--- src/rtl/button_conditioner_if.sv ---
// Signal bundle between the raw push-buttons and the conditioned button/direction outputs.
// The slave side is the conditioner; the master side drives the raw buttons and consumes the results.
interface button_conditioner_if;
  logic [3:0] btn_raw;
  logic [3:0] btn_level;
  logic [3:0] btn_press;
  logic       dir_valid;
  logic [1:0] dir_code;

  modport master (
    output btn_raw,
    input  btn_level,
    input  btn_press,
    input  dir_valid,
    input  dir_code
  );

  modport slave (
    input  btn_raw,
    output btn_level,
    output btn_press,
    output dir_valid,
    output dir_code
  );
endinterface

--- src/rtl/button_conditioner.sv ---
// Button front end: synchronise, debounce, one-cycle press pulses and a prioritised direction command.
// Define BUTTON_AUTO_REPEAT_EN to add hold-to-repeat press pulses (REPEAT_DELAY, then every REPEAT_PERIOD).
module button_conditioner #(
  parameter int SYNC_STAGES     = 2,
  parameter int DEBOUNCE_CYCLES = 1000000,
  parameter int REPEAT_DELAY    = 50000000,
  parameter int REPEAT_PERIOD   = 20000000
) (
  input logic                 clk,
  input logic                 rst_n,
  button_conditioner_if.slave btn_if
);

  localparam int CNT_W = (DEBOUNCE_CYCLES > 2) ? $clog2(DEBOUNCE_CYCLES) : 1;
  localparam logic [CNT_W-1:0] CNT_MAX = CNT_W'(DEBOUNCE_CYCLES - 1);

  logic [SYNC_STAGES-1:0][3:0] sync_r;
  logic [3:0]                  sync_s;
  logic [3:0]                  stable_r;
  logic [3:0]                  stable_nxt_s;
  logic [3:0][CNT_W-1:0]       db_cnt_r;
  logic [3:0][CNT_W-1:0]       db_cnt_nxt_s;
  logic [3:0]                  rise_s;
  logic [3:0]                  press_nxt_s;
  logic [3:0]                  press_r;
  logic                        dir_valid_r;
  logic                        dir_valid_nxt_s;
  logic [1:0]                  dir_code_r;
  logic [1:0]                  dir_code_nxt_s;

  // Lowest set index wins: UP > RIGHT > DOWN > LEFT.
  function automatic logic [1:0] prio_code(input logic [3:0] v);
    logic [1:0] code;
    casez (v)
      4'b???1: code = 2'd0;
      4'b??10: code = 2'd1;
      4'b?100: code = 2'd2;
      4'b1000: code = 2'd3;
      default: code = 2'd0;
    endcase
    return code;
  endfunction

  // Synchroniser chain; only the last stage is used downstream.
  always_ff @(posedge clk or negedge rst_n) begin
    if (!rst_n) begin
      sync_r <= '0;
    end else begin
      sync_r <= {sync_r[SYNC_STAGES-2:0], btn_if.btn_raw};
    end
  end

  assign sync_s = sync_r[SYNC_STAGES-1];

  // Debounce: accept a new level only after DEBOUNCE_CYCLES consecutive mismatching cycles.
  always_comb begin
    stable_nxt_s = stable_r;
    db_cnt_nxt_s = db_cnt_r;
    for (int i = 0; i < 4; i++) begin
      if (sync_s[i] == stable_r[i]) begin
        db_cnt_nxt_s[i] = '0;
      end else if (db_cnt_r[i] == CNT_MAX) begin
        stable_nxt_s[i] = sync_s[i];
        db_cnt_nxt_s[i] = '0;
      end else begin
        db_cnt_nxt_s[i] = db_cnt_r[i] + CNT_W'(1);
      end
    end
  end

  // Debounce state registers.
  always_ff @(posedge clk or negedge rst_n) begin
    if (!rst_n) begin
      stable_r <= 4'b0000;
      db_cnt_r <= '0;
    end else begin
      stable_r <= stable_nxt_s;
      db_cnt_r <= db_cnt_nxt_s;
    end
  end

  assign rise_s = stable_nxt_s & ~stable_r;

`ifdef BUTTON_AUTO_REPEAT_EN
  localparam int RPT_MAX = (REPEAT_DELAY > REPEAT_PERIOD) ? REPEAT_DELAY : REPEAT_PERIOD;
  localparam int RPT_W   = (RPT_MAX > 2) ? $clog2(RPT_MAX) : 1;
  localparam logic [RPT_W-1:0] DLY_LAST = RPT_W'(REPEAT_DELAY - 1);
  localparam logic [RPT_W-1:0] PER_LAST = RPT_W'(REPEAT_PERIOD - 1);

  logic [3:0][RPT_W-1:0] rpt_cnt_r;
  logic [3:0][RPT_W-1:0] rpt_cnt_nxt_s;
  logic [3:0]            rpt_armed_r;
  logic [3:0]            rpt_armed_nxt_s;
  logic [3:0]            rpt_fire_s;

  // Counter holds cycles since the last pulse; armed selects period over initial delay.
  always_comb begin
    rpt_cnt_nxt_s   = rpt_cnt_r;
    rpt_armed_nxt_s = rpt_armed_r;
    rpt_fire_s      = 4'b0000;
    for (int i = 0; i < 4; i++) begin
      if (stable_r[i] && stable_nxt_s[i]) begin
        if (rpt_cnt_r[i] == (rpt_armed_r[i] ? PER_LAST : DLY_LAST)) begin
          rpt_fire_s[i]      = 1'b1;
          rpt_cnt_nxt_s[i]   = '0;
          rpt_armed_nxt_s[i] = 1'b1;
        end else begin
          rpt_cnt_nxt_s[i]   = rpt_cnt_r[i] + RPT_W'(1);
          rpt_armed_nxt_s[i] = rpt_armed_r[i];
        end
      end else begin
        rpt_cnt_nxt_s[i]   = '0;
        rpt_armed_nxt_s[i] = 1'b0;
      end
    end
  end

  // Auto-repeat state registers.
  always_ff @(posedge clk or negedge rst_n) begin
    if (!rst_n) begin
      rpt_cnt_r   <= '0;
      rpt_armed_r <= 4'b0000;
    end else begin
      rpt_cnt_r   <= rpt_cnt_nxt_s;
      rpt_armed_r <= rpt_armed_nxt_s;
    end
  end

  assign press_nxt_s = rise_s | rpt_fire_s;
`else
  assign press_nxt_s = rise_s;
`endif

  // Direction command follows any press pulse by one cycle; code holds otherwise.
  always_comb begin
    dir_valid_nxt_s = 1'b0;
    dir_code_nxt_s  = dir_code_r;
    if (press_r != 4'b0000) begin
      dir_valid_nxt_s = 1'b1;
      dir_code_nxt_s  = prio_code(press_r);
    end else begin
      dir_valid_nxt_s = 1'b0;
      dir_code_nxt_s  = dir_code_r;
    end
  end

  // Output registers for press pulses and the direction command.
  always_ff @(posedge clk or negedge rst_n) begin
    if (!rst_n) begin
      press_r     <= 4'b0000;
      dir_valid_r <= 1'b0;
      dir_code_r  <= 2'd0;
    end else begin
      press_r     <= press_nxt_s;
      dir_valid_r <= dir_valid_nxt_s;
      dir_code_r  <= dir_code_nxt_s;
    end
  end

  assign btn_if.btn_level = stable_r;
  assign btn_if.btn_press = press_r;
  assign btn_if.dir_valid = dir_valid_r;
  assign btn_if.dir_code  = dir_code_r;

endmodule
--- src/flat_wrapper.sv ---
// flat-port wrapper written by rule: the top's interface ports become plain ports
module button_conditioner_flat 
#(
  parameter int SYNC_STAGES     = 2,
  parameter int DEBOUNCE_CYCLES = 1000000,
  parameter int REPEAT_DELAY    = 50000000,
  parameter int REPEAT_PERIOD   = 20000000
)
  (clk, rst_n, btn_if_btn_raw, btn_if_btn_level, btn_if_btn_press, btn_if_dir_valid, btn_if_dir_code);
  button_conditioner_if btn_if_i ();
  input logic clk;
  input logic rst_n;
  input wire logic [$bits(btn_if_i.btn_raw)-1:0] btn_if_btn_raw;
  output wire logic [$bits(btn_if_i.btn_level)-1:0] btn_if_btn_level;
  output wire logic [$bits(btn_if_i.btn_press)-1:0] btn_if_btn_press;
  output wire logic [$bits(btn_if_i.dir_valid)-1:0] btn_if_dir_valid;
  output wire logic [$bits(btn_if_i.dir_code)-1:0] btn_if_dir_code;
  assign btn_if_i.btn_raw = btn_if_btn_raw;
  assign btn_if_btn_level = btn_if_i.btn_level;
  assign btn_if_btn_press = btn_if_i.btn_press;
  assign btn_if_dir_valid = btn_if_i.dir_valid;
  assign btn_if_dir_code = btn_if_i.dir_code;
  button_conditioner #(.SYNC_STAGES(SYNC_STAGES), .DEBOUNCE_CYCLES(DEBOUNCE_CYCLES), .REPEAT_DELAY(REPEAT_DELAY), .REPEAT_PERIOD(REPEAT_PERIOD)) u_core (.clk(clk), .rst_n(rst_n), .btn_if(btn_if_i));
endmodule
--- config.mk ---
export PLATFORM = sky130hd
export DESIGN_NAME = button_conditioner_flat
export DESIGN_NICKNAME = d
export VERILOG_FILES = /design/src/rtl/button_conditioner_if.sv /design/src/rtl/button_conditioner.sv /design/src/flat_wrapper.sv
export SDC_FILE = /design/constraint.sdc
export NUM_CORES = 1
export LEC_CHECK = 0
export BUFFER_PORTS_ARGS = -buffer_cell sky130_fd_sc_hd__buf_4
export CAP_MARGIN = 10
export CORE_AREA = 4 4 107 109
export CTS_BUF_LIST = sky130_fd_sc_hd__clkbuf_4
export CTS_CLUSTER_SIZE = 28
export DETAILED_ROUTE_END_ITERATION = 8
export DIE_AREA = 0 0 111 113
export PLACE_DENSITY_LB_ADDON = 0.15
export SLEW_MARGIN = 15
export SYNTH_ARGS = -nofsm -noshare
export SYNTH_HDL_FRONTEND = slang
export SYNTH_SLANG_ARGS = --single-unit
--- constraint.sdc ---
create_clock -name clk -period 3.8 [get_ports clk]
set_input_delay 0.57 -clock clk [delete_from_list [all_inputs] [get_ports clk]]
set_output_delay 0.57 -clock clk [all_outputs]
set_load 0.01 [all_outputs]
Yosys cells after proc, flatten, opt, wreduce, memory -nomap -nowiden. Cells that the tools add are included. Widths: inputs -> output; s select.

Reduce and logical (&&, ||, !) cells: 1. Multiplexer cells: 18. Add/sub/neg operators: 4. Bitwise operators: 2. Equality and inequality tests: 11.

Operators by type and width (count): $mux 20 (8); $add 20x1->20 const B (4); $eq 20x20->1 const B (4); $mux 1 (9); $pmux 2 s3 (1); $and 4x4->4 (1); $eq 1x1->1 (4); $eq 4x4->1 const B (1); $not 4->4 (1); $reduce_bool 4->1 (1); $eq 3x3->1 const B (1); $eq 2x2->1 const B (1).

Bits of input ports: 6. Register bits after elaboration: 99. Logic and storage cells: 46. Output and inout bits: 11.

Longest topological paths before layout.
Depth after elaboration: 4. Depth in mapped cells: 7. Mapped depth without buffers: 5.

Worst setup path before layout. No wires, ideal clock.

Kind: register to register. From: register u_core.db_cnt_r[20] (netlist bit). To: register u_core.db_cnt_r[38] (netlist bit). Clock period less this slack: 1.977 ns. Data arrival time: 1.899 ns. Library setup time: 0.078 ns. Setup slack: 1.823 ns. Cell stages (with the launch flop): 6. Data required time: 3.722 ns. Cell sequence: dfrtp_1 > ha_1 > nand4_2 > or4_4 > or4_1 > a21oi_1.

RTL lines: start: declaration (RTL line button_conditioner.sv:21) `logic [3:0][CNT_W-1:0] db_cnt_r;`; start signal: assignment (RTL line button_conditioner.sv:78) `db_cnt_r <= db_cnt_nxt_s;`.

==> impl_metrics.toml <==
[sta]
setup_viol = 0
rsz0062_at_grt = "false"
period_minus_slack_ns = 2.202
drv_slew = 0
hold_viol_final = 0
slew_headroom_pct = 33.42
fin_crit_sh_pct = 57.96
fin_tns_setup_ns = 0
worst_pin_slew_ns = 0.9953
clock-skew-final_ns = 0.01658
holdWs_ns = 0.1768
fmax_mhz = 454.0

[clock_tree]
postCtsHoldBufs = 0
clock-sinks = 99
cts_resized = 0
root_buffer = "clkbuf_4"
cts_buffers = 9
cts_tree = "yes"
cts_buffer_depth = 2
clkTransAtPathRegs_ns = 0.15
cts_setup_buffers = 0
clock_latency_ns = 0.45
htreeDepth = 3

[synth]
synthMuxAreaShare_pct = 0.9628
ys_warn_count = 0
synth_nets = 474
synth_cell_types = 35
synth_cells = 464
seq_area_frac_synth_pct = 52.96
ys_ff_latch = 99
syn-mean-instance-area_um2 = 10.08
synth_top_flop_cell = "dfrtp_1"
synth_top_family_by_area = "simple AND/OR/NAND/NOR gates"
syn-cell-area_um2 = 4678
async_flop_share_pct = 100.0
synth_edf_count = 0
synth_compound_area_share_pct = 5.616
yosys.area_share.simple_pct = 26.64
synth_adder_area_share_pct = 1.070
synth-xor-area-share_pct = 10.48

[route]
drc = 0
wl_per_cell_um = 13.95
vias = 3456
drtIter0Drc = 194
vias_per_cell = 5.503
postRouteAntennaNets = 0
firstDrtPassIters = 4
wl_um = 8759

[global_route]
grt_max_degree = 63
grt_pass1_vias = 3418
gr-total-overflow = 0
grt_pass1_wl_um = 15720
grt_usage_pct = 15.11
antenna_found_initial = 1

[floorplanning]
die-area_um2 = 12540
die_h_um = 113
num_rows = 38
io_pins = 17
core-area_um2 = 10600
start_util_pct = 44.12
die_w_um = 111

[placed_design]
dpl.hpwl_um = 5864
place_inst = 611
gp_congestion = 0.7738
placement.io_buffers = 16

[hold_path]
hp-class = "in -> async"

[critical_path]
rrSetupSlack_ns = 1.60
worst_setup_path_end_kind = "flop"
worstPathArrival_ns = 2.50
cp_max_fo = 19
startpoint_type = "flop"
cp.required_ns = 4.09
path_class = "reg -> reg"
reg2reg_to = "u_core.db_cnt_r[68]$_DFF_PN0_"
crit_end = "u_core.db_cnt_r[68]$_DFF_PN0_"
crit_start = "u_core.db_cnt_r[71]$_DFF_PN0_"
r2r_start = "u_core.db_cnt_r[71]$_DFF_PN0_"
reg2reg_depth = 4

[layout]
area_delta_synth_final_pct = 10.16
instances_no_fill = 628
nFillCells = 954
mostFrequentLayoutCells = "dfrtp_1 (99), nor2_1 (70), xnor2_1 (34)"
post-route-util_pct = 48.61
nNetsFinal = 492
final_common_cell = "dfrtp_1"
drive_above_1_share_pct = 11.50

[run]
cap_viol_max_count = 0

[power]
powerDensity_nw_per_um2 = 353.4
p_leak_nw = 2.137
power_w = 0.001821
vdd_ir_drop_max_mv = 0.2364

[outcome]
status = "completed"
cell type report:
type	instances	area (µm²)	share of cell area, %
tap	140	175.2	3.399
timing repair buffer	21	157.7	3.059
clock buffer	10	75.07	1.457
multi-input combinational	337	2110	40.93
sequential	99	2477	48.07
clock inverter	6	103.9	2.015
inverter	14	52.55	1.020
antenna	1	2.502	0.04856
report_power, final:
part / internal, W / leakage (nW) / switching [W]
clock network: 0.000337 / 0.0978 / 0.000337
registers: 0.00107 / 1.35 / 0.0000152
logic: 0.0000196 / 0.685 / 0.0000447
total: 0.00142 / 2.14 / 0.000397
sequential cells by signal, summed over array words and instances, names as in the netlist:
register and cells:
u_core.btn_if.btn_press 4, u_core.sync_r 4, u_core.btn_if.btn_level 4, u_core.sync_s 4, u_core.btn_if.dir_code 2, u_core.db_cnt_r 80
u_core.btn_if.dir_valid 1
metrics by stage:
stage          instance area [µm²]  setup slack, ns
3_3_place_gp                  4972            1.594
6_report                      5154            1.598
2_1_floorplan                 4678            1.823
5_1_grt                       5154            1.404
4_1_cts                       5151            1.551
3_5_place_dp                  4972            1.567
cells by family (layout without fill, tap and decap cells):
group,after synthesis,after routing
muxes,4,4
buffers and inverters,28,51
AOI/OAI and AO/OA,43,43
DFF,99,99
other,0,1
xor gates and xnor gates,56,56
adders and majority gates,4,4
and+or+nand+nor,230,230
how the worst min path moves through the flow:
stage                               start                                    to  slack (ns)  cells after the start
2_1_floorplan                       rst_n  u_core.btn_if.btn_level[0]$_DFF_PN0_        0.27                      0
3_3_place_gp   u_core.sync_r[2]$_DFF_PN0_            u_core.sync_s[2]$_DFF_PN0_        0.33                      0
3_5_place_dp   u_core.sync_r[3]$_DFF_PN0_            u_core.sync_s[3]$_DFF_PN0_        0.34                      0
4_1_cts                 btn_if_btn_raw[0]            u_core.sync_r[0]$_DFF_PN0_        0.16                      1
5_1_grt                 btn_if_btn_raw[1]            u_core.sync_r[1]$_DFF_PN0_        0.16                      1
6_report                            rst_n         u_core.db_cnt_r[54]$_DFF_PN0_        0.18                      1
cell usage after synthesis, types with 13 or more instances:
cell / number / share of area (%)
nand3_1: 30 / 3.2
nor4_1: 15 / 2.0
o21ai_0: 13 / 1.4
xnor2_1: 34 / 6.4
nor2_1: 70 / 5.6
or3_1: 14 / 1.9
inv_1: 14 / 1.1
xor2_1: 22 / 4.1
dfrtp_1: 99 / 53
nand2_1: 24 / 1.9
a21oi_1: 20 / 2.1
nor3_1: 15 / 1.6
nand4_1: 17 / 2.3
worst max-delay path: stages (launching register included):
cell	delay, ns
dfrtp_1	0.46
nor4b_1	0.32
nand3_1	0.18
o41ai_4	0.96
nor2_1	0.12
layer usage:
| layer | wire length [µm] | global-route usage (%) | vias up |
|---|---|---|---|
| met5 | 0 | 0 | - |
| li1 | - | - | 1680 |
| met3 | 300 | 3.476 | 12 |
| met2 | 4060 | 23.30 | 56 |
| met1 | 4231 | 20.57 | 1708 |
| met4 | 167 | 6.568 | 0 |
Note: power is estimated with default switching activity, not from simulation.
